`src/rtl/fetch_unit_pkg.sv`:
```
// Shared widths, branch-predictor constants and helper types for the fetch stage.
package fetch_unit_pkg;

    localparam int ADDR_WIDTH           = 16;
    localparam int INST_WIDTH           = 32;
    localparam int INSTRUCTION_ID_WIDTH = 8;
    localparam int BP_CTR_BITS          = 2;

    typedef logic [BP_CTR_BITS-1:0] bp_ctr_t;

    localparam bp_ctr_t BP_WEAK_TAKEN = bp_ctr_t'(2);
    localparam bp_ctr_t BP_CTR_MAX    = '1;

    typedef enum logic [1:0] {
        NPC_SEQ,
        NPC_PREDICT,
        NPC_HOLD,
        NPC_REDIRECT
    } npc_sel_e;

    function automatic bp_ctr_t bp_ctr_next(input bp_ctr_t ctr, input logic taken);
        if (taken) begin
            return (ctr == BP_CTR_MAX) ? ctr : ctr + bp_ctr_t'(1);
        end
        return (ctr == '0) ? ctr : ctr - bp_ctr_t'(1);
    endfunction

endpackage

```
`src/rtl/fetch_unit_if.sv`:
```
// Fetch-stage bus: control inputs, instruction memory port, BTB training port and
// the sideband handed to if_id_register. master = fetch unit, slave = its environment.
interface fetch_unit_if
    import fetch_unit_pkg::*;
#(
    parameter int ID_WIDTH = INSTRUCTION_ID_WIDTH
);
    logic                  stall;
    logic                  flush;
    logic [ADDR_WIDTH-1:0] flush_address;

    logic [ADDR_WIDTH-1:0] imem_address;
    logic [INST_WIDTH-1:0] imem_instruction;

    logic                  bp_update;
    logic [ADDR_WIDTH-1:0] bp_update_pc;
    logic                  bp_update_taken;
    logic [ADDR_WIDTH-1:0] bp_update_target;

    logic [INST_WIDTH-1:0] instruction_out;
    logic                  first_out;
    logic [ADDR_WIDTH-1:0] pc_out;
    logic                  branch_taken_out;
    logic [ADDR_WIDTH-1:0] branch_taken_address_out;
    logic [ID_WIDTH-1:0]   id_out;

    modport master (
        input  stall, flush, flush_address, imem_instruction,
               bp_update, bp_update_pc, bp_update_taken, bp_update_target,
        output imem_address, instruction_out, first_out, pc_out,
               branch_taken_out, branch_taken_address_out, id_out
    );

    modport slave (
        output stall, flush, flush_address, imem_instruction,
               bp_update, bp_update_pc, bp_update_taken, bp_update_target,
        input  imem_address, instruction_out, first_out, pc_out,
               branch_taken_out, branch_taken_address_out, id_out
    );
endinterface

```
`src/rtl/fetch_unit_branch_target_buffer.sv`:
```
// Direct-mapped BTB of 2-bit saturating counters: combinational lookup, clocked update.
// The lookup always sees pre-edge state, so a same-index update shows up one cycle later.
module branch_target_buffer
    import fetch_unit_pkg::*;
#(
    parameter int ENTRIES = 16
) (
    input  logic                  clk,
    input  logic                  reset,
    input  logic [ADDR_WIDTH-1:0] i_lookup_pc,
    output logic                  o_predict_taken,
    output logic [ADDR_WIDTH-1:0] o_predict_target,
    input  logic                  i_update,
    input  logic [ADDR_WIDTH-1:0] i_update_pc,
    input  logic                  i_update_taken,
    input  logic [ADDR_WIDTH-1:0] i_update_target
);
    localparam int IDX_W = $clog2(ENTRIES);
    localparam int TAG_W = ADDR_WIDTH - IDX_W;

    logic                  r_valid  [ENTRIES];
    logic [TAG_W-1:0]      r_tag    [ENTRIES];
    bp_ctr_t               r_ctr    [ENTRIES];
    logic [ADDR_WIDTH-1:0] r_target [ENTRIES];

    logic [IDX_W-1:0] w_lk_idx;
    logic [TAG_W-1:0] w_lk_tag;
    logic [IDX_W-1:0] w_up_idx;
    logic [TAG_W-1:0] w_up_tag;
    logic             w_up_hit;

    assign w_lk_idx = i_lookup_pc[IDX_W-1:0];
    assign w_lk_tag = i_lookup_pc[ADDR_WIDTH-1:IDX_W];
    assign w_up_idx = i_update_pc[IDX_W-1:0];
    assign w_up_tag = i_update_pc[ADDR_WIDTH-1:IDX_W];

    assign o_predict_taken  = r_valid[w_lk_idx] && (r_tag[w_lk_idx] == w_lk_tag)
                              && (r_ctr[w_lk_idx] >= BP_WEAK_TAKEN);
    assign o_predict_target = o_predict_taken ? r_target[w_lk_idx] : '0;

    assign w_up_hit = r_valid[w_up_idx] && (r_tag[w_up_idx] == w_up_tag);

    always_ff @(posedge clk or posedge reset) begin
        if (reset) begin
            // NOTE: the whole array is reset on purpose -- "all entries invalid, ctr=0"
            // must hold immediately after reset, and a flop array (not SRAM) allows it.
            for (int i = 0; i < ENTRIES; i++) begin
                r_valid[i]  <= 1'b0;
                r_tag[i]    <= '0;
                r_ctr[i]    <= '0;
                r_target[i] <= '0;
            end
        end else if (i_update) begin
            if (w_up_hit) begin
                r_ctr[w_up_idx] <= bp_ctr_next(r_ctr[w_up_idx], i_update_taken);
                if (i_update_taken) begin
                    r_target[w_up_idx] <= i_update_target;
                end
            end else if (i_update_taken) begin
                // Taken miss evicts whatever occupies the slot, entering at weakly taken.
                r_valid[w_up_idx]  <= 1'b1;
                r_tag[w_up_idx]    <= w_up_tag;
                r_ctr[w_up_idx]    <= BP_WEAK_TAKEN;
                r_target[w_up_idx] <= i_update_target;
            end
        end
    end

endmodule

```
`src/rtl/fetch_unit.sv`:
```
// Instruction fetch stage: PC, instruction id and first-flag registers plus the
// next-PC mux. All outputs are combinational from state, giving zero-cycle fetch.
module fetch_unit
    import fetch_unit_pkg::*;
#(
    parameter logic [ADDR_WIDTH-1:0] RESET_PC    = '0,
    parameter int                    BTB_ENTRIES = 16,
    parameter int                    ID_WIDTH    = INSTRUCTION_ID_WIDTH
) (
    input logic          clk,
    input logic          reset,
    fetch_unit_if.master bus
);
    localparam logic [ID_WIDTH-1:0] ID_ONE = ID_WIDTH'(1);

    logic [ADDR_WIDTH-1:0] r_pc;
    logic [ID_WIDTH-1:0]   r_id;
    logic                  r_first;

    logic                  w_pred_taken;
    logic [ADDR_WIDTH-1:0] w_pred_target;
    logic                  w_accept;
    npc_sel_e              w_npc_sel;
    logic [ADDR_WIDTH-1:0] w_next_pc;
    logic [ID_WIDTH-1:0]   w_next_id;

    branch_target_buffer #(
        .ENTRIES (BTB_ENTRIES)
    ) u_btb (
        .clk              (clk),
        .reset            (reset),
        .i_lookup_pc      (r_pc),
        .o_predict_taken  (w_pred_taken),
        .o_predict_target (w_pred_target),
        .i_update         (bus.bp_update),
        .i_update_pc      (bus.bp_update_pc),
        .i_update_taken   (bus.bp_update_taken),
        .i_update_target  (bus.bp_update_target)
    );

    assign w_accept = !bus.stall && !bus.flush;

    // NOTE: every always_comb output gets a default first so no path leaves it unassigned
    // (which would infer a latch).
    always_comb begin
        w_npc_sel = NPC_SEQ;
        if (bus.flush) begin
            w_npc_sel = NPC_REDIRECT;
        end else if (bus.stall) begin
            w_npc_sel = NPC_HOLD;
        end else if (w_pred_taken) begin
            w_npc_sel = NPC_PREDICT;
        end
    end

    always_comb begin
        w_next_pc = r_pc + 1'b1;
        unique case (w_npc_sel)
            NPC_REDIRECT: w_next_pc = bus.flush_address;
            NPC_HOLD:     w_next_pc = r_pc;
            NPC_PREDICT:  w_next_pc = w_pred_target;
            NPC_SEQ:      w_next_pc = r_pc + 1'b1;
            default:      w_next_pc = r_pc + 1'b1;
        endcase
    end

    // Id 0 marks bubbles downstream, so the counter wraps from all-ones back to 1.
    assign w_next_id = (r_id == '1) ? ID_ONE : r_id + ID_ONE;

    // NOTE: sequential state uses non-blocking assignments so every register samples
    // pre-edge values regardless of statement order.
    always_ff @(posedge clk or posedge reset) begin
        if (reset) begin
            r_pc    <= RESET_PC;
            r_id    <= ID_ONE;
            r_first <= 1'b1;
        end else begin
            r_pc <= w_next_pc;
            if (w_accept) begin
                r_id    <= w_next_id;
                r_first <= 1'b0;
            end
        end
    end

    assign bus.imem_address             = r_pc;
    assign bus.pc_out                   = r_pc;
    assign bus.instruction_out          = bus.imem_instruction;
    assign bus.first_out                = r_first;
    assign bus.id_out                   = r_id;
    assign bus.branch_taken_out         = w_pred_taken;
    assign bus.branch_taken_address_out = w_pred_target;

endmodule

```
`src/flat_wrapper.sv`:
```
// flat-port wrapper written by rule: the top's interface ports become plain ports
module fetch_unit_flat import fetch_unit_pkg::*;
#(
    parameter logic [ADDR_WIDTH-1:0] RESET_PC    = '0,
    parameter int                    BTB_ENTRIES = 16,
    parameter int                    ID_WIDTH    = INSTRUCTION_ID_WIDTH
)
  (clk, reset, bus_stall, bus_flush, bus_flush_address, bus_imem_instruction, bus_bp_update, bus_bp_update_pc, bus_bp_update_taken, bus_bp_update_target, bus_imem_address, bus_instruction_out, bus_first_out, bus_pc_out, bus_branch_taken_out, bus_branch_taken_address_out, bus_id_out);
  fetch_unit_if #(.ID_WIDTH(ID_WIDTH)) bus_i ();
  input logic clk;
  input logic reset;
  input wire logic [$bits(bus_i.stall)-1:0] bus_stall;
  input wire logic [$bits(bus_i.flush)-1:0] bus_flush;
  input wire logic [$bits(bus_i.flush_address)-1:0] bus_flush_address;
  input wire logic [$bits(bus_i.imem_instruction)-1:0] bus_imem_instruction;
  input wire logic [$bits(bus_i.bp_update)-1:0] bus_bp_update;
  input wire logic [$bits(bus_i.bp_update_pc)-1:0] bus_bp_update_pc;
  input wire logic [$bits(bus_i.bp_update_taken)-1:0] bus_bp_update_taken;
  input wire logic [$bits(bus_i.bp_update_target)-1:0] bus_bp_update_target;
  output wire logic [$bits(bus_i.imem_address)-1:0] bus_imem_address;
  output wire logic [$bits(bus_i.instruction_out)-1:0] bus_instruction_out;
  output wire logic [$bits(bus_i.first_out)-1:0] bus_first_out;
  output wire logic [$bits(bus_i.pc_out)-1:0] bus_pc_out;
  output wire logic [$bits(bus_i.branch_taken_out)-1:0] bus_branch_taken_out;
  output wire logic [$bits(bus_i.branch_taken_address_out)-1:0] bus_branch_taken_address_out;
  output wire logic [$bits(bus_i.id_out)-1:0] bus_id_out;
  assign bus_i.stall = bus_stall;
  assign bus_i.flush = bus_flush;
  assign bus_i.flush_address = bus_flush_address;
  assign bus_i.imem_instruction = bus_imem_instruction;
  assign bus_i.bp_update = bus_bp_update;
  assign bus_i.bp_update_pc = bus_bp_update_pc;
  assign bus_i.bp_update_taken = bus_bp_update_taken;
  assign bus_i.bp_update_target = bus_bp_update_target;
  assign bus_imem_address = bus_i.imem_address;
  assign bus_instruction_out = bus_i.instruction_out;
  assign bus_first_out = bus_i.first_out;
  assign bus_pc_out = bus_i.pc_out;
  assign bus_branch_taken_out = bus_i.branch_taken_out;
  assign bus_branch_taken_address_out = bus_i.branch_taken_address_out;
  assign bus_id_out = bus_i.id_out;
  fetch_unit #(.RESET_PC(RESET_PC), .BTB_ENTRIES(BTB_ENTRIES), .ID_WIDTH(ID_WIDTH)) u_core (.clk(clk), .reset(reset), .bus(bus_i));
endmodule
```
`config.mk`:
```
export PLATFORM = sky130hd
export DESIGN_NAME = fetch_unit_flat
export DESIGN_NICKNAME = d
export VERILOG_FILES = /design/src/rtl/fetch_unit_pkg.sv /design/src/rtl/fetch_unit_if.sv /design/src/rtl/fetch_unit_branch_target_buffer.sv /design/src/rtl/fetch_unit.sv /design/src/flat_wrapper.sv
export SDC_FILE = /design/constraint.sdc
export NUM_CORES = 1
export LEC_CHECK = 0
export CORE_MARGIN = 2
export CORE_UTILIZATION = 42
export CTS_BUF_LIST = sky130_fd_sc_hd__clkbuf_8
export DETAILED_ROUTE_END_ITERATION = 6
export GPL_TIMING_DRIVEN = 1
export SETUP_SLACK_MARGIN = 0.1
export SYNTH_ARGS = -nofsm -noshare
export SYNTH_HDL_FRONTEND = slang
export SYNTH_SLANG_ARGS = --single-unit
```
`constraint.sdc`:
```
create_clock -name clk -period 19.6 [get_ports clk]
set_input_delay 3.92 -clock clk [delete_from_list [all_inputs] [get_ports clk]]
set_output_delay 3.92 -clock clk [all_outputs]
set_load 0.1 [all_outputs]
```
# Word level (Yosys, flattened, before mapping)

Cells that the tools add are included.

Register bits after elaboration: 521
Latch bits: 0
Memory bits (writable): 0
Memory bits (read-only): 0
Bits of input ports: 86
Output and inout bits: 90
Logic and storage cells: 151
Memories kept: 0

$add $sub $neg: 4
Multipliers: 0
Divide/modulo/power cells: 0
Order comparisons: 4
Eq/ne operators: 7
Shift operators: 0
Mux-type cells: 49
Bitwise gates (word level): 7
Reduce and logical (&&, ||, !) cells: 13

Operator list:

| cell                                                            | number |
|---|---|
| 256-bit bitwise mux                                             | 1 |
| 192-bit bitwise mux                                             | 1 |
| 12-bit binary-select mux with 4-bit select                      | 2 |
| 16-bit binary-select mux with 4-bit select                      | 1 |
| 16-bit demux with 4-bit select                                  | 1 |
| 16-bit 2-to-1 mux                                               | 4 |
| 32-bit 2-to-1 mux                                               | 2 |
| 12-bit 2-to-1 mux                                               | 5 |
| 12-bit demux with 4-bit select                                  | 1 |
| 16-bit one-hot mux with 3 select lines                          | 1 |
| 32-bit bitwise mux                                              | 1 |
| 16-bit OR                                                       | 2 |
| 2-bit 2-to-1 mux                                                | 13 |
| 12-bit equality test                                            | 2 |
| 16-bit by 1-bit adder with 16-bit output, second input constant | 1 |
| 16-bit AND                                                      | 1 |
| 2-bit binary-select mux with 4-bit select                       | 2 |
| 16-bit inverter                                                 | 1 |
| 5-bit >= comparator, second input constant                      | 2 |
| 4-bit inverter with 5-bit output                                | 2 |
| 1-bit 2-to-1 mux                                                | 9 |
| 8-bit by 1-bit adder with 8-bit output, second input constant   | 1 |
| 1-bit binary-select mux with 4-bit select                       | 2 |
| 2-bit demux with 4-bit select                                   | 1 |
| other kinds (16)                                                | 25 |

# Logic depth before layout (Yosys ltp)

Gate-level depths: netlist of the first run.

Depth after elaboration: 13
Gate-level depth with buffers: 14
Depth with buffers taken out: 9

# By module

From an unflattened synthesis of the first run, not the netlist that was laid out.

Cell total of the unflattened synthesis: 1842
Area total of the unflattened synthesis: 26691.8 um^2

By module, submodules not included:

| module               | instances | cells each | area an instance (um^2) |
|---|---|---|---|
| branch_target_buffer | 1         | 1606       | 24708.7 |
| fetch_unit           | 1         | 236        | 1983.2 |

# Worst setup path after synthesis of the first run

OpenSTA, ideal clock, no wires.

Path type: register -> output
From: reg u_core.r_pc[0] (netlist: u_core.bus.imem_address[0])
To: out bus_branch_taken_address_out[2]
Arrival time: 6.268 ns
Required time: 15.680 ns
Setup slack: 9.412 ns
Stages on the path, launching flop included: 12
Cells stage by stage: dfrtp_1 buf_2 buf_2 buf_2 clkbuf_1 buf_2 buf_1 mux4_2 nand2_1 a21oi_1 a21oi_1 nor4_1

Cells in the longest elaborated chain, start to end: 8

Ends and longest elaborated chain:

| element                                                  | line                                                                                                                | source |
|---|---|---|
| start, declared                                          | fetch_unit.sv:16                                                                                                    | `logic [ADDR_WIDTH-1:0] r_pc;` |
| start signal, assigned                                   | fetch_unit.sv:78                                                                                                    | `r_pc <= w_next_pc;` |
| 4-bit inverter with 5-bit output (implied by the code) * | fetch_unit_branch_target_buffer.sv:37, fetch_unit_branch_target_buffer.sv:38, fetch_unit_branch_target_buffer.sv:39 |  |
| 12-bit binary-select mux with 4-bit select               | fetch_unit_branch_target_buffer.sv:37                                                                               | `assign o_predict_taken = r_valid[w_lk_idx] && (r_tag[w_lk_idx] == w_lk_tag)` |
| 12-bit 2-to-1 mux (implied by the code) (2 in a row)     | fetch_unit_branch_target_buffer.sv:37                                                                               |  |
| 12-bit equality test                                     | fetch_unit_branch_target_buffer.sv:37                                                                               |  |
| 1-bit logical AND                                        | fetch_unit_branch_target_buffer.sv:37                                                                               |  |
| 1-bit logical AND                                        | fetch_unit_branch_target_buffer.sv:38                                                                               | `&& (r_ctr[w_lk_idx] >= BP_WEAK_TAKEN);` |
| 16-bit 2-to-1 mux *                                      | fetch_unit_branch_target_buffer.sv:39                                                                               | `assign o_predict_target = o_predict_taken ? r_target[w_lk_idx] : '0;` |
| end, declared                                            | flat_wrapper.sv:25                                                                                                  | `output wire logic [$bits(bus_i.branch_taken_address_out)-1:0] bus_branch_taken_address_out;` |

Every way passes the cells marked *; elsewhere a longest branch is shown, timed or not. The select of a mux whose other input is x is not followed.

# Worst setup path in the final report of the first run

From: reg u_core.r_pc[0] (netlist: u_core.bus.imem_address[0])
To: out bus_branch_taken_address_out[14]

Same word-level chain as after synthesis.

==> results of run 1 <==
## synthesized netlist by cell type (5+ instances only)
| library cell | instances |
|---|---|
| o21ai_0 | 42 |
| o211ai_1 | 15 |
| mux4_2 | 188 |
| nor2_2 | 10 |
| nand4_1 | 7 |
| inv_1 | 16 |
| nor4_1 | 5 |
| and3_1 | 11 |
| buf_1 | 15 |
| mux2i_1 | 57 |
| or2_2 | 12 |
| clkbuf_1 | 96 |
| a22oi_1 | 6 |
| nand2b_1 | 7 |
| a221oi_1 | 5 |
| xor2_1 | 13 |
| xnor2_1 | 29 |
| nand3_1 | 23 |
| o221ai_1 | 10 |
| a21oi_1 | 24 |
| dfrtp_1 | 519 |
| a221o_1 | 6 |
| mux2_1 | 42 |
| buf_4 | 53 |
| nor2_1 | 45 |
| o21a_1 | 16 |
| or2_1 | 7 |
| nor2b_1 | 13 |
| nand2_1 | 143 |
| mux2_4 | 48 |
| mux2_2 | 345 |
| and2_1 | 20 |
| buf_2 | 26 |
| nor3_1 | 11 |
| buf_6 | 12 |
## critical path, delay by kind of cell, from the launching register on
family	cells	cell delay (ns)
compound gates	2	0.46
simple gates	6	2.47
buf+inv	2	1.96
flops	1	0.92
## registers in the layout, indices dropped and copies added, names as in the netlist
signal,count
u_core.u_btb.r_tag,192
u_core.u_btb.r_valid,16
u_core.bus.id_out,8
u_core.u_btb.r_ctr,32
u_core.u_btb.r_target,256
u_core.bus.first_out,1
u_core.bus.imem_address,16
## metal layers
layer / up-vias / GRT usage, % / wire length (um)
met3: 153 / 4.48 / 3880
met1: 9094 / 30.8 / 32000
met2: 536 / 38.7 / 37900
li1: 7220 / - / -
met5: - / 0 / 0
met4: 0 / 7.27 / 2110
## worst max-delay path by stage
stage	from	endpoint	slack, ns	cells after the start
2_1_floorplan	reset	u_core.bus.id_out[1]	1.13	1
3_3_place_gp	u_core.bus.imem_address[0]	bus_branch_taken_address_out[6]	9.59	10
3_5_place_dp	u_core.bus.imem_address[0]	bus_branch_taken_address_out[7]	9.43	10
4_1_cts	u_core.bus.imem_address[0]	bus_branch_taken_address_out[7]	8.64	10
5_1_grt	u_core.bus.imem_address[0]	bus_branch_taken_address_out[8]	8.75	10
6_report	u_core.bus.imem_address[0]	bus_branch_taken_address_out[14]	9.15	10
## cells by family after synthesis
group                    after synthesis  share of synthesized area [%]
AO/OA/AOI/OAI                        141                           3.47
XOR/XNOR                              42                           1.36
adder cells (fa/ha/maj)                3                          0.130
buffers and inverters                218                           4.22
flip-flops                           521                           48.3
multiplexers                         680                           36.6
AND/OR/NAND/NOR                      328                           5.84
## metrics by stage
stage | hold WS [ns] | total power [mW] | instances | area (um2)
6_report | 0.474 | 3.24 | 2899 | 30400
5_1_grt | 0.495 | 3.40 | 2899 | 30400
4_1_cts | 0.479 | 3.27 | 2898 | 30400
3_5_place_dp | 0.463 | 2.23 | 2738 | 28500
3_3_place_gp | 0.454 | 2.20 | 2738 | 28500
2_1_floorplan | 0.442 | 2.04 | 1933 | 27000
## power groups by stage
stage                     logic [mW]  clock network, mW  registers (mW)
final                          0.774               1.03            1.44
after global routing           0.826               1.11            1.46
after CTS                      0.779               1.06            1.43
after detailed placement       0.777                  0            1.45
after global placement         0.761                  0            1.44
after floorplan                0.588                  0            1.45
## cell type report
cell class | instances | area share (%)
Clock inverter | 39 | 0.749
Inverter | 16 | 0.222
Tap cell | 846 | 3.48
Sequential cell | 521 | 42.9
Clock buffer | 121 | 5.48
Timing Repair Buffer | 161 | 4.87
Multi-Input combinational cell | 1194 | 42.3
Antenna cell | 1 | 0.00823
==> flow_summary_export.csv, run 1 <==
group,metric,value,unit
global_route,antenna_found_initial,2,
pwr,p_seq_share,44.3,%
cts,postCtsHoldBufs,0,
logic_synthesis,synth_top_area_share,48.1,%
logic_synthesis,synthCells,1933,
global_route,grt_usage,23.3,%
logic_synthesis,ys_async_sr_fraction,100,%
critical_path,path_cells,"buf_4, nor2b_1, a221oi_1, nor3_1, o32a_1, nand4b_1, or2_2, nor3_2, and2_1, clkdlybuf4s50_1",
critical_path,cp_slowest_cell,"clkdlybuf4s50_1",
global_route,overflow,0,
cts,cts-root-buf,"clkbuf_8",
route,wire_per_inst,26.2,um
pwr,vdd_drop_max,0.0753,mV
sta,rsz0062_at_grt,"false",
floorplan,die_w,257,um
floorplan,core-area,63300,um2
layout,final_common_cell,"dfrtp_1",
route,drc,0,
critical_path,worst_ep_required_time,15.68,ns
global_route,grt_pass1_vias,18000,
sta,setup_viol,0,
layout,nets,2071,
floorplan,io_pins,176,
layout,nFillCells,5558,
floorplan,start_util,42.6,%
cts,clk_path_buf_depth,3,
worst_hold_path,holdCritStartpoint,"u_core.u_btb.r_target[54]",
layout,postLayoutCoreUtil,48.0,%
sta,fin_setup_tns,0,ns
sta,finClkSkew,0.0303,ns
sta,tightest_slew,1.03,ns
cts,post-cts-setup-buffers,0,
logic_synthesis,yosysUniqueCellTypes,57,
logic_synthesis,synth_area_leaders,"dfrtp_1, mux4_2, mux2_2, mux2_4, mux2i_1",
pwr,power.internal,2.25,mW
critical_path,crit_fanout,47,
route,routed_wl,76000,um
flow_run,cap_violations,0,
critical_path,reg2reg_from,"u_core.bus.imem_address[0]",
place,hpwl,46200,um
worst_hold_path,worstHoldEndpoint,"u_core.u_btb.r_target[54]",
logic_synthesis,synth-seq-area-share,48.3,%
layout,multi_input_area,12900,um2
layout,drive_gt1_share,39.6,%
floorplan,fp-row-count,92,
place,place.port_buffers,111,
floorplan,dieArea,66300,um2
pwr,switchingPower,0.998,mW
pwr,swShare,30.8,%
critical_path,reg2reg_setup_slack,14.91,ns
layout,final_cell_mix,"dfrtp_1, mux2_2, mux4_2",
global_route,grt_pass1_wl,116000,um
logic_synthesis,ys_ff_latch,521,
pwr,power.leakage,13.1,nW
global_route,grt_start_max_net_pins,185,
sta,finalHoldViolCount,0,
critical_path,worst_path_largest_cell_delay,1.14,ns
layout,synthToLayoutAreaGrowth,12.7,%
route,vias,17000,
pwr,p_per_area,107,nW/um2
sta,fin_ws,9.15,ns
cts,cts_tree,"built",
critical_path,crit_type,"reg2out",
logic_synthesis,synth_warnings,0,
outcome,outcome,"complete, no violations",
cts,cts_sinks,521,
cts,h-tree-depth,3,
pwr,p_comb_share,23.9,%
cts,cts_resized,0,
logic_synthesis,syn_area,27000,um2
sta,report.final.slew_viol_count,0,
logic_synthesis,postSynthAreaPerCell,14.0,um2
pwr,clock_power_share,31.9,%
critical_path,endpoint_kind,"primary output",
logic_synthesis,synth-main-ff-cell,"dfrtp_1",
critical_path,ff2ff_path_depth,10,
place,gp_congestion,0.842,
route,drtPass1Iterations,7,
sta,relSlewSlack,31.3,%
cts,cts_buffers,89,
critical_path,rr_endpoint,"u_core.bus.imem_address[11]",
sta,fin_crit_sh,53.3,%
cts,clk_latency,0.69,ns
layout,regArea,13000,um2
route,routed_via_density,5.87,
route,first_iter_violations,1629,
worst_hold_path,min_path_type,"reg2reg",
sta,fin_crit,10.45,ns
worst_hold_path,hold_depth,2,
logic_synthesis,yosysTopAreaCell,"dfrtp_1",
critical_path,start_kind,"register",
critical_path,worstPathArrival,6.53,ns
floorplan,die_h,257,um
cts,cts.clk_slew.worst_paths,0.06,ns
sta,fmax,95.7,MHz
route,detail-route-antenna-nets,0,
logic_synthesis,syn-num-nets,2021,
logic_synthesis,synth_edf_count,0,
place,place_ws,9.43,ns
(Power assumes the default switching activity.)
==> run 2, diff against run 1 <==
==> constraint.sdc (replaced) <==
create_clock -name clk -period 8.9 [get_ports clk]
set_input_delay 1.78 -clock clk [delete_from_list [all_inputs] [get_ports clk]]
set_output_delay 1.78 -clock clk [all_outputs]
set_load 0.1 [all_outputs]
==> run 2 against run 1 <==
Net effect:
- worst hold slack better by 0.0013 ns
- non-clock buffer count up 4
- final cell count rose by 0.17%
- largest cell class unchanged
- critical path type unchanged
- setup slack worse by 7.9 ns
- cell area decreased by 0.28%
==> flow_summary_export.csv, run 2 (synthesis gave the netlist of run 1 again) <==
group,metric,value,unit
outcome,outcome,"complete, no violations",
cts,cts.clk_slew.worst_paths,0.06,ns
floorplan,start_util,42.6,%
flow_run,cap_violations,0,
layout,final_cell_mix,"dfrtp_1, mux2_2, mux4_2",
cts,h-tree-depth,3,
layout,largest_register_ffs,256,
cts,cts_buffers,90,
global_route,antenna_found_initial,3,
critical_path,start_kind,"register",
floorplan,io_pins,176,
floorplan,dieArea,66300,um2
global_route,overflow,0,
sta,rsz0062_at_grt,"false",
cts,postCtsHoldBufs,0,
cts,cts-root-buf,"clkbuf_8",
critical_path,worstPathArrival,5.89,ns
layout,drive_gt1_share,39.3,%
sta,fin_ws,1.23,ns
sta,finalHoldViolCount,0,
floorplan,die_h,257,um
sta,finClkSkew,0.0270,ns
cts,cts_resized,0,
cts,post-cts-setup-buffers,0,
layout,fin_area,30300,um2
layout,postLayoutCoreUtil,47.9,%
layout,nets,2076,
floorplan,core-area,63300,um2
sta,tightest_slew,1.19,ns
cts,clk_path_buf_depth,3,
route,detail-route-antenna-nets,0,
layout,largestRegisters,"u_core.u_btb.r_target: 256 flops, u_core.u_btb.r_tag: 192 flops, u_core.u_btb.r_ctr: 32 flops",
sta,relSlewSlack,20.5,%
layout,synthToLayoutAreaGrowth,12.4,%
pwr,p_per_area,233,nW/um2
place,hpwl,48000,um
sta,fin_setup_tns,0,ns
route,drc,0,
place,gp_congestion,0.843,
route,vias,17000,
critical_path,crit_fanout,47,
route,wire_per_inst,26.8,um
sta,fmax,130,MHz
layout,largest-register,"u_core.u_btb.r_target",
worst_hold_path,min_path_type,"reg2reg",
global_route,grt_start_max_net_pins,181,
route,drtPass1Iterations,5,
place,place_ws,2.03,ns
route,routed_via_density,5.87,
critical_path,endpoint_kind,"primary output",
critical_path,worst_ep_required_time,7.12,ns
sta,fin_crit,7.67,ns
global_route,grt_pass1_vias,18200,
critical_path,crit_type,"reg2out",
pwr,vdd_drop_max,0.129,mV
sta,fin_hold_ws,0.475,ns
global_route,grt_usage,23.8,%
floorplan,fp-row-count,92,
pwr,power.leakage,13.1,nW
route,routed_wl,77800,um
place,place.port_buffers,111,
floorplan,die_w,257,um
cts,cts_sinks,521,
place,place_area,28500,um2
layout,final_common_cell,"dfrtp_1",
sta,fin_crit_sh,86.2,%
cts,cts_tree,"built",
cts,clk_latency,0.69,ns
global_route,grt_pass1_wl,119000,um
route,first_iter_violations,1372,
sta,setup_viol,0,
sta,report.final.slew_viol_count,0,
-- run 2: cell count changes in the layout (fill, tap and decap cells not counted), sizes merged --
cell / before / now
clkbuf: 121 / 111
clkinv: 7 / 8
clkinvlp: 1 / 5
inv: 46 / 52
buf: 54 / 58
-- run 2: area by class of cell --
class                      count  area (um2)
fill                        5542       33000
antenna                        1        2.50
sequential                   521       13000
multi-input combinational   1194       12900
clock buffer                 111        1530
timing repair buffer         165        1510
clock inverter                50         251
tap                          846        1060
inverter                      16        63.8
-- run 2: power breakdown --
group | leakage (nW) | switching [mW] | internal [mW]
registers | 6.61 | 0.352 | 2.82
clock network | 1.04 | 1.01 | 1.15
logic | 5.48 | 0.835 | 0.881
-- run 2: worst max-delay path: stages, from the launching register on --
cell and delay [ns]:
dfrtp_4 0.87, buf_4 0.49, mux4_2 0.37, mux2i_1 0.24, xnor2_1 0.13, a22oi_1 0.31
o211ai_1 0.19, or2_2 0.34, nor4_1 0.94, clkdlybuf4s50_1 1.32
-- run 2: metal layers --
layer / GRT usage, % / vias up / part of all wire (%)
met5: 0 / - / 0.039
met3: 4.47 / 165 / 5.2
li1: - / 7210 / -
met4: 9.96 / 4 / 3.9
met2: 38.6 / 569 / 49
met1: 31.4 / 9094 / 42
-- run 2: worst paths after layout --
kind / startpoint / endpoint / slack (ns) / cells past startpoint
setup reg to reg: u_core.bus.imem_address[1] / u_core.bus.imem_address[2] / 4.66 / 9
min in group asynchronous: reset / u_core.u_btb.r_target[217] / 1.39 / 2
max in group asynchronous: reset / u_core.bus.imem_address[1] / 5.44 / 4
hold reg to reg: u_core.u_btb.r_target[48] / u_core.u_btb.r_target[48] / 0.48 / 2
setup / recovery: u_core.bus.imem_address[1] / bus_branch_taken_address_out[2] / 1.23 / 9
hold / removal: u_core.u_btb.r_target[48] / u_core.u_btb.r_target[48] / 0.48 / 2
-- run 2: per-stage QoR --
stage / instances / power [mW]
CTS: 2903 / 7.11
finish: 2904 / 7.05
detailed placement: 2742 / 4.92
floorplan: 1933 / 4.48
global route: 2904 / 7.38
global placement: 2741 / 4.88
==> run 3, diff against run 2 <==
--- a/config.mk
+++ b/config.mk
@@ -6,11 +6,12 @@
 export NUM_CORES = 1
 export LEC_CHECK = 0
 export CORE_MARGIN = 2
-export CORE_UTILIZATION = 42
+export CORE_UTILIZATION = 30
 export CTS_BUF_LIST = sky130_fd_sc_hd__clkbuf_8
 export DETAILED_ROUTE_END_ITERATION = 6
 export GPL_TIMING_DRIVEN = 1
 export SETUP_SLACK_MARGIN = 0.1
+export SLEW_MARGIN = 20
 export SYNTH_ARGS = -nofsm -noshare
 export SYNTH_HDL_FRONTEND = slang
 export SYNTH_SLANG_ARGS = --single-unit
==> run 3 against run 2 <==
Net effect:
- largest power group unchanged
- clock-buffer cell count increased by 1
- wire length increased by 3.9%
- sequential share of layout area decreased by 0.71 points
- critical endpoint is now bus_branch_taken_address_out[1]
- flip-flop and latch count unchanged
- maximum frequency decreased by 0.36%
- setup slack got worse by 0.028 ns
- sequential power about the same
- critical path depth decreased by 1
- register-to-register slack got worse by 0.29 ns
- worst hold slack got worse by 0.0031 ns
==> flow_summary_export.csv, run 3 (synthesis gave the netlist of run 1 again) <==
group,metric,value,unit
flow_run,cap_violations,0,
layout,largestRegisters,"u_core.u_btb.r_target: 256 flops, u_core.u_btb.r_tag: 192 flops, u_core.u_btb.r_ctr: 32 flops",
global_route,globalRoute.busiestLayer,"met2",
critical_path,cp_slowest_cell,"clkdlybuf4s50_1",
sta,tightest_slew,1.14,ns
critical_path,worstPathArrival,5.92,ns
cts,postCtsHoldBufs,0,
sta,fin_hold_ws,0.472,ns
floorplan,core-area,88800,um2
layout,largest_register_ffs,256,
route,drc,0,
global_route,grt_usage,17.5,%
place,hpwl,50000,um
critical_path,start_kind,"register",
sta,fin_crit_sh,86.5,%
floorplan,fp-row-count,109,
pwr,power.leakage,13.1,nW
cts,clk_latency,0.72,ns
layout,final_cell_mix,"dfrtp_1, mux2_2, mux4_2",
global_route,grt.met3_usage,4.49,%
sta,fin_setup_tns,0,ns
layout,nets,2073,
floorplan,start_util,30.4,%
sta,setup_viol,0,
route,routed_via_density,5.37,
critical_path,crit_type,"reg2out",
cts,cts-root-buf,"clkbuf_8",
route,detail-route-antenna-nets,0,
critical_path,crit_fanout,21,
route,vias,17300,
global_route,grt_pass1_wl,122000,um
route,routed_wl,80800,um
critical_path,endpoint_kind,"primary output",
cts,cts_sinks,521,
sta,fmax,130,MHz
cts,clk_path_buf_depth,3,
place,place_area,29000,um2
sta,finalHoldViolCount,0,
global_route,grt_start_max_net_pins,148,
layout,drive_gt1_share,39.6,%
cts,h-tree-depth,3,
global_route,overflow,0,
cts,cts.clk_slew.worst_paths,0.06,ns
global_route,use_met2,26.6,%
route,drtPass1Iterations,7,
worst_hold_path,min_path_type,"reg2reg",
cts,cts_resized,0,
outcome,outcome,"complete, no violations",
place,gp_congestion,0.814,
route,first_iter_violations,1525,
global_route,grt_use_met1,24.5,%
critical_path,worst_path_largest_cell_delay,1.26,ns
floorplan,die_w,304,um
place,dpl.cell_count,3060,
place,place.port_buffers,111,
pwr,vdd_drop_max,0.131,mV
global_route,antenna_found_initial,3,
pwr,p_per_area,232,nW/um2
layout,synthToLayoutAreaGrowth,14.3,%
layout,final_common_cell,"dfrtp_1",
cts,post-cts-setup-buffers,0,
route,wire_per_inst,25.1,um
sta,finClkSkew,0.0418,ns
floorplan,die_h,304,um
cts,cts_tree,"built",
floorplan,io_pins,176,
sta,rsz0062_at_grt,"false",
critical_path,path_cells,"buf_4, nor2b_1, a221oi_1, nor3_1, o211ai_1, or2_2, nor4_1, clkdlybuf4s50_1",
sta,report.final.slew_viol_count,0,
layout,largest-register,"u_core.u_btb.r_target",
critical_path,worst_ep_required_time,7.12,ns
layout,final_cells,3224,
layout,fin_area,30800,um2
sta,fin_crit,7.70,ns
global_route,grt_pass1_vias,18100,
cts,cts_buffers,88,
sta,relSlewSlack,23.9,%
floorplan,dieArea,92300,um2
==> run 3: cell count changes in the layout (fill, tap and decap cells not counted), sizes merged <==
cell / delta
clkinvlp: -3
diode: +3
buf: -1
clkbuf: +1
inv: -7
bufinv: +2
clkinv: +6
==> run 3: routing by layer <==
metal  up-vias  wire length (um)  share of wire [%]
li1       7224                 -                  -
met1      9278             35300                 44
met2       666             36800                 46
met3       138              6490                8.0
met4         2              2170                2.7
met5         -                 9              0.011
==> run 3: worst max-delay path: cells and delay by family (launching register included) <==
family	cells	cell delay (ns)
and+or+nand+nor	4	2.08
DFF	1	1.09
AOI/OAI and AO/OA	2	0.38
buffers and inverters	2	1.64
==> run 3: per-stage QoR <==
stage / utilization, % / setup WS [ns] / power (mW)
final: 34.7 / 1.20 / 7.14
after CTS: 34.7 / 1.25 / 7.19
after floorplan: - / 0.0434 / 4.48
after global placement: 32.6 / 2.05 / 4.83
after detailed placement: 32.6 / 2.04 / 4.91
after global routing: 34.7 / 1.05 / 7.48
==> run 3: power breakdown <==
| group | internal (mW) | leakage (nW) | switching, mW |
|---|---|---|---|
| logic | 0.882 | 5.47 | 0.821 |
| registers | 2.82 | 6.61 | 0.350 |
| clock network | 1.23 | 1.07 | 1.04 |
| total | 4.93 | 13.1 | 2.21 |
==> run 3: path summary, 6_finish.rpt <==
path / start / to / slack (ns) / depth (start not counted)
setup / recovery: u_core.bus.imem_address[2] / bus_branch_taken_address_out[1] / 1.20 / 8
hold / removal: u_core.u_btb.r_target[52] / u_core.u_btb.r_target[52] / 0.47 / 2
setup reg to reg: u_core.bus.imem_address[0] / u_core.bus.imem_address[12] / 4.37 / 9
hold reg to reg: u_core.u_btb.r_target[52] / u_core.u_btb.r_target[52] / 0.47 / 2
min in group asynchronous: reset / u_core.u_btb.r_target[139] / 1.61 / 2
max in group asynchronous: reset / u_core.u_btb.r_tag[130] / 5.45 / 4
==> run 3: layout make-up <==
type                            instances  area (um2)
Fill cell                            8544       58000
Sequential cell                       521       13000
Multi-Input combinational cell       1194       12900
Clock buffer                          112        1540
Timing Repair Buffer                  164        1520
Tap cell                             1165        1460
Clock inverter                         48         325
Inverter                               16        63.8
Antenna cell                            4        10.0
==> RTL change, RTL diff (config.mk and constraints of run 2) <==
Make the reset (`reset`) synchronous in 2 clocked blocks.
--- a/src/rtl/fetch_unit_branch_target_buffer.sv
+++ b/src/rtl/fetch_unit_branch_target_buffer.sv
@@ -40,7 +40,7 @@
 
     assign w_up_hit = r_valid[w_up_idx] && (r_tag[w_up_idx] == w_up_tag);
 
-    always_ff @(posedge clk or posedge reset) begin
+    always_ff @(posedge clk) begin
         if (reset) begin
             // NOTE: the whole array is reset on purpose -- "all entries invalid, ctr=0"
             // must hold immediately after reset, and a flop array (not SRAM) allows it.
--- a/src/rtl/fetch_unit.sv
+++ b/src/rtl/fetch_unit.sv
@@ -69,7 +69,7 @@
 
     // NOTE: sequential state uses non-blocking assignments so every register samples
     // pre-edge values regardless of statement order.
-    always_ff @(posedge clk or posedge reset) begin
+    always_ff @(posedge clk) begin
         if (reset) begin
             r_pc    <= RESET_PC;
             r_id    <= ID_ONE;
Function: not settled (the Yosys comparison gave no result); the edit may change what the design does.
==> RTL change against run 2 <==
Non-clock buffer count down 2; critical path depth increased by 2; via count up 2.3%; design area decreased by 0.95%; sequential cell count rose by 4; maximum frequency increased by 2.0%; routed wire length rose by 9.0%; synthesized area decreased by 0.40%; final cell count down 1.3%; die area shrank 0.40%; worst setup slack better by 150 ps; critical path type unchanged; highest routed layer unchanged.
Power is not compared: it rests on default switching activity, and its combinational part moved more than twofold at a synthesized area within 25%.
==> RTL change: results (changes against run 2) <==
{| class="wikitable"
! Metric !! Value
|-
| Number of clock buffers inserted by TritonCTS || 90 (unchanged)
|-
| Critical path startpoint category || flop
|-
| Cell area after placement || 28410 um2 (-0.46%)
|-
| Total of fill cells in the finished design || 5479 (-1.1%)
|-
| Share of synthesized area occupied by flip-flops and latches || 56.99% (+8.7 points)
|-
| Count of cells along the worst register-to-register path || 10 (+1)
|-
| Wire length per cell || 29.59 um (+10%)
|-
| Share of synthesized flip-flops with an asynchronous set or reset || 0% (-100 points)
|-
| Critical Path AT || 5730 ps (-160 ps)
|-
| RD Place Congestion || 0.8552 (+1.4%)
|-
| Top cells by area, synth || sky130_fd_sc_hd__edfxtp_1 54%, sky130_fd_sc_hd__mux4_2 16%, sky130_fd_sc_hd__and2_1 6.0%, sky130_fd_sc_hd__and3_1 4.6%, sky130_fd_sc_hd__dfxtp_1 3.4%
|-
| Status || complete, no violations
|-
| Number of distinct standard cells referenced by the synthesized netlist || 64 (+12%)
|-
| Global-route met1 utilization || 35.66% (+4.2 points)
|-
| Number of synthesized flops with an enable pin || 480 (+480)
|-
| Total iterations of the first detailed-routing run || 6 (+1)
|-
| Half-perimeter wire length after detailed placement || 50360 um (+4.9%)
|-
| Ranking of synthesized cells by instance count || 480 x sky130_fd_sc_hd__edfxtp_1, 257 x sky130_fd_sc_hd__and2_1, 198 x sky130_fd_sc_hd__and3_1
|-
| R2R setup slack || 4590 ps (-70 ps)
|-
| Total routing usage reported by global routing || 25.63% (+1.8 points)
|-
| Worst-Skew Late Latency || 720 ps (+30 ps)
|-
| Number of antenna violations at the first check in global routing || 8 (+5)
|-
| Combined area of the multi-input logic cells || 10460 um2 (-19%)
|-
| Number of global-route vias before repair || 17270 (-5.1%)
|-
| Largest stage delay, worst path || 1150 ps (-170 ps)
|-
| Wire length of the first global-routing pass || 122700 um (+3.5%)
|-
| Fraction of layout instances using a drive strength above 1 || 20.73% (-19 points)
|-
| Clk_skew || 45.35 ps (+18.36 ps)
|-
| Maximum fanout along the worst path || 45 (-4.3%)
|-
| Count of synthesis-stage warnings from yosys || 0 (unchanged)
|-
| Largest net degree at the start of global routing || 90 (-50%)
|-
| Worst relative slew slack || 22.30% (+1.8 points)
|-
| Layout Nets || 2033 (-2.1%)
|-
| Routing usage on met2 || 41.04% (+2.5 points)
|-
| Global routing usage on met3 || 5.349% (+0.88 points)
|-
| Critical Path End || bus_branch_taken_address_out[12]
|-
| Number of vias per cell after detailed routing || 6.084 (+3.7%)
|}
## RTL change: changes by cell type after synthesis, sizes merged, moves of 85 or more
cell / delta
and3: +187
mux2: -431
and2: +237
edfxtp: +480
nand2: -85
dfrtp: -519
## RTL change: final cells by class
cell class	instances	share of cell area, %
flip-flops and latches	525	51.03
multi-input cells	1145	34.83
repair buffers	163	4.958
clock buffers	93	4.262
well taps	846	3.524
clock inverters	70	1.125
inverters	20	0.2500
diodes	3	0.02500
## RTL change: worst register-to-register path: stages (launching register included)
cell	delay, ps
sky130_fd_sc_hd__dfxtp_4	850
sky130_fd_sc_hd__buf_4	560
sky130_fd_sc_hd__mux4_2	380
sky130_fd_sc_hd__a221oi_1	250
sky130_fd_sc_hd__a21oi_1	120
sky130_fd_sc_hd__xnor2_1	320
sky130_fd_sc_hd__nand3_1	120
sky130_fd_sc_hd__nor3_1	640
sky130_fd_sc_hd__and4_1	460
sky130_fd_sc_hd__o21ai_0	130
sky130_fd_sc_hd__a221oi_1	340
## RTL change: routing by layer
metal	wire (um)	vias up	part of all wire (%)
li1	-	7291	-
met1	33910	8999	40
met2	40220	971	47
met3	8460	167	10
met4	2181	2	2.6
met5	13	-	0.015
## RTL change: per-stage QoR
stage	cells	hold WS (ps)	total power [uW]	setup WS, ps
5_1_grt	2863	482.6	5835	1201
2_1_floorplan	1912	443.4	3476	3337
6_report	2865	451.0	5656	1386
3_5_place_dp	2699	438.9	3670	2209
4_1_cts	2862	452.8	5681	1419
3_3_place_gp	2699	434.0	3661	2246
## RTL change: worst min-delay path by stage
stage,from,to,slack [ps],cells past startpoint
final,u_core.bus.first_out,u_core.bus.first_out,450,2
after detailed placement,u_core.bus.first_out,u_core.bus.first_out,440,2
after global routing,u_core.bus.first_out,u_core.bus.first_out,480,2
after floorplan,u_core.u_btb.r_valid[10],u_core.u_btb.r_valid[10],440,1
after global placement,u_core.bus.first_out,u_core.bus.first_out,430,2
after CTS,u_core.bus.first_out,u_core.bus.first_out,450,2
## RTL change: power groups by stage
stage                     logic, uW  clock network [uW]  registers (uW)
after global routing            751                2170            2920
final                           718                2030            2910
after floorplan                 528                   0            2950
after global placement          713                   0            2950
after detailed placement        715                   0            2960
after CTS                       718                2060            2910
## RTL change: kinds of logic after synthesis
group | Yosys count | synth area share (%)
flops | 525 | 56.99
simple gates | 699 | 15.25
buf+inv | 242 | 4.489
mux | 232 | 17.46
fa+ha+maj | 4 | 0.1676
compound gates | 161 | 4.042
xor+xnor | 49 | 1.597
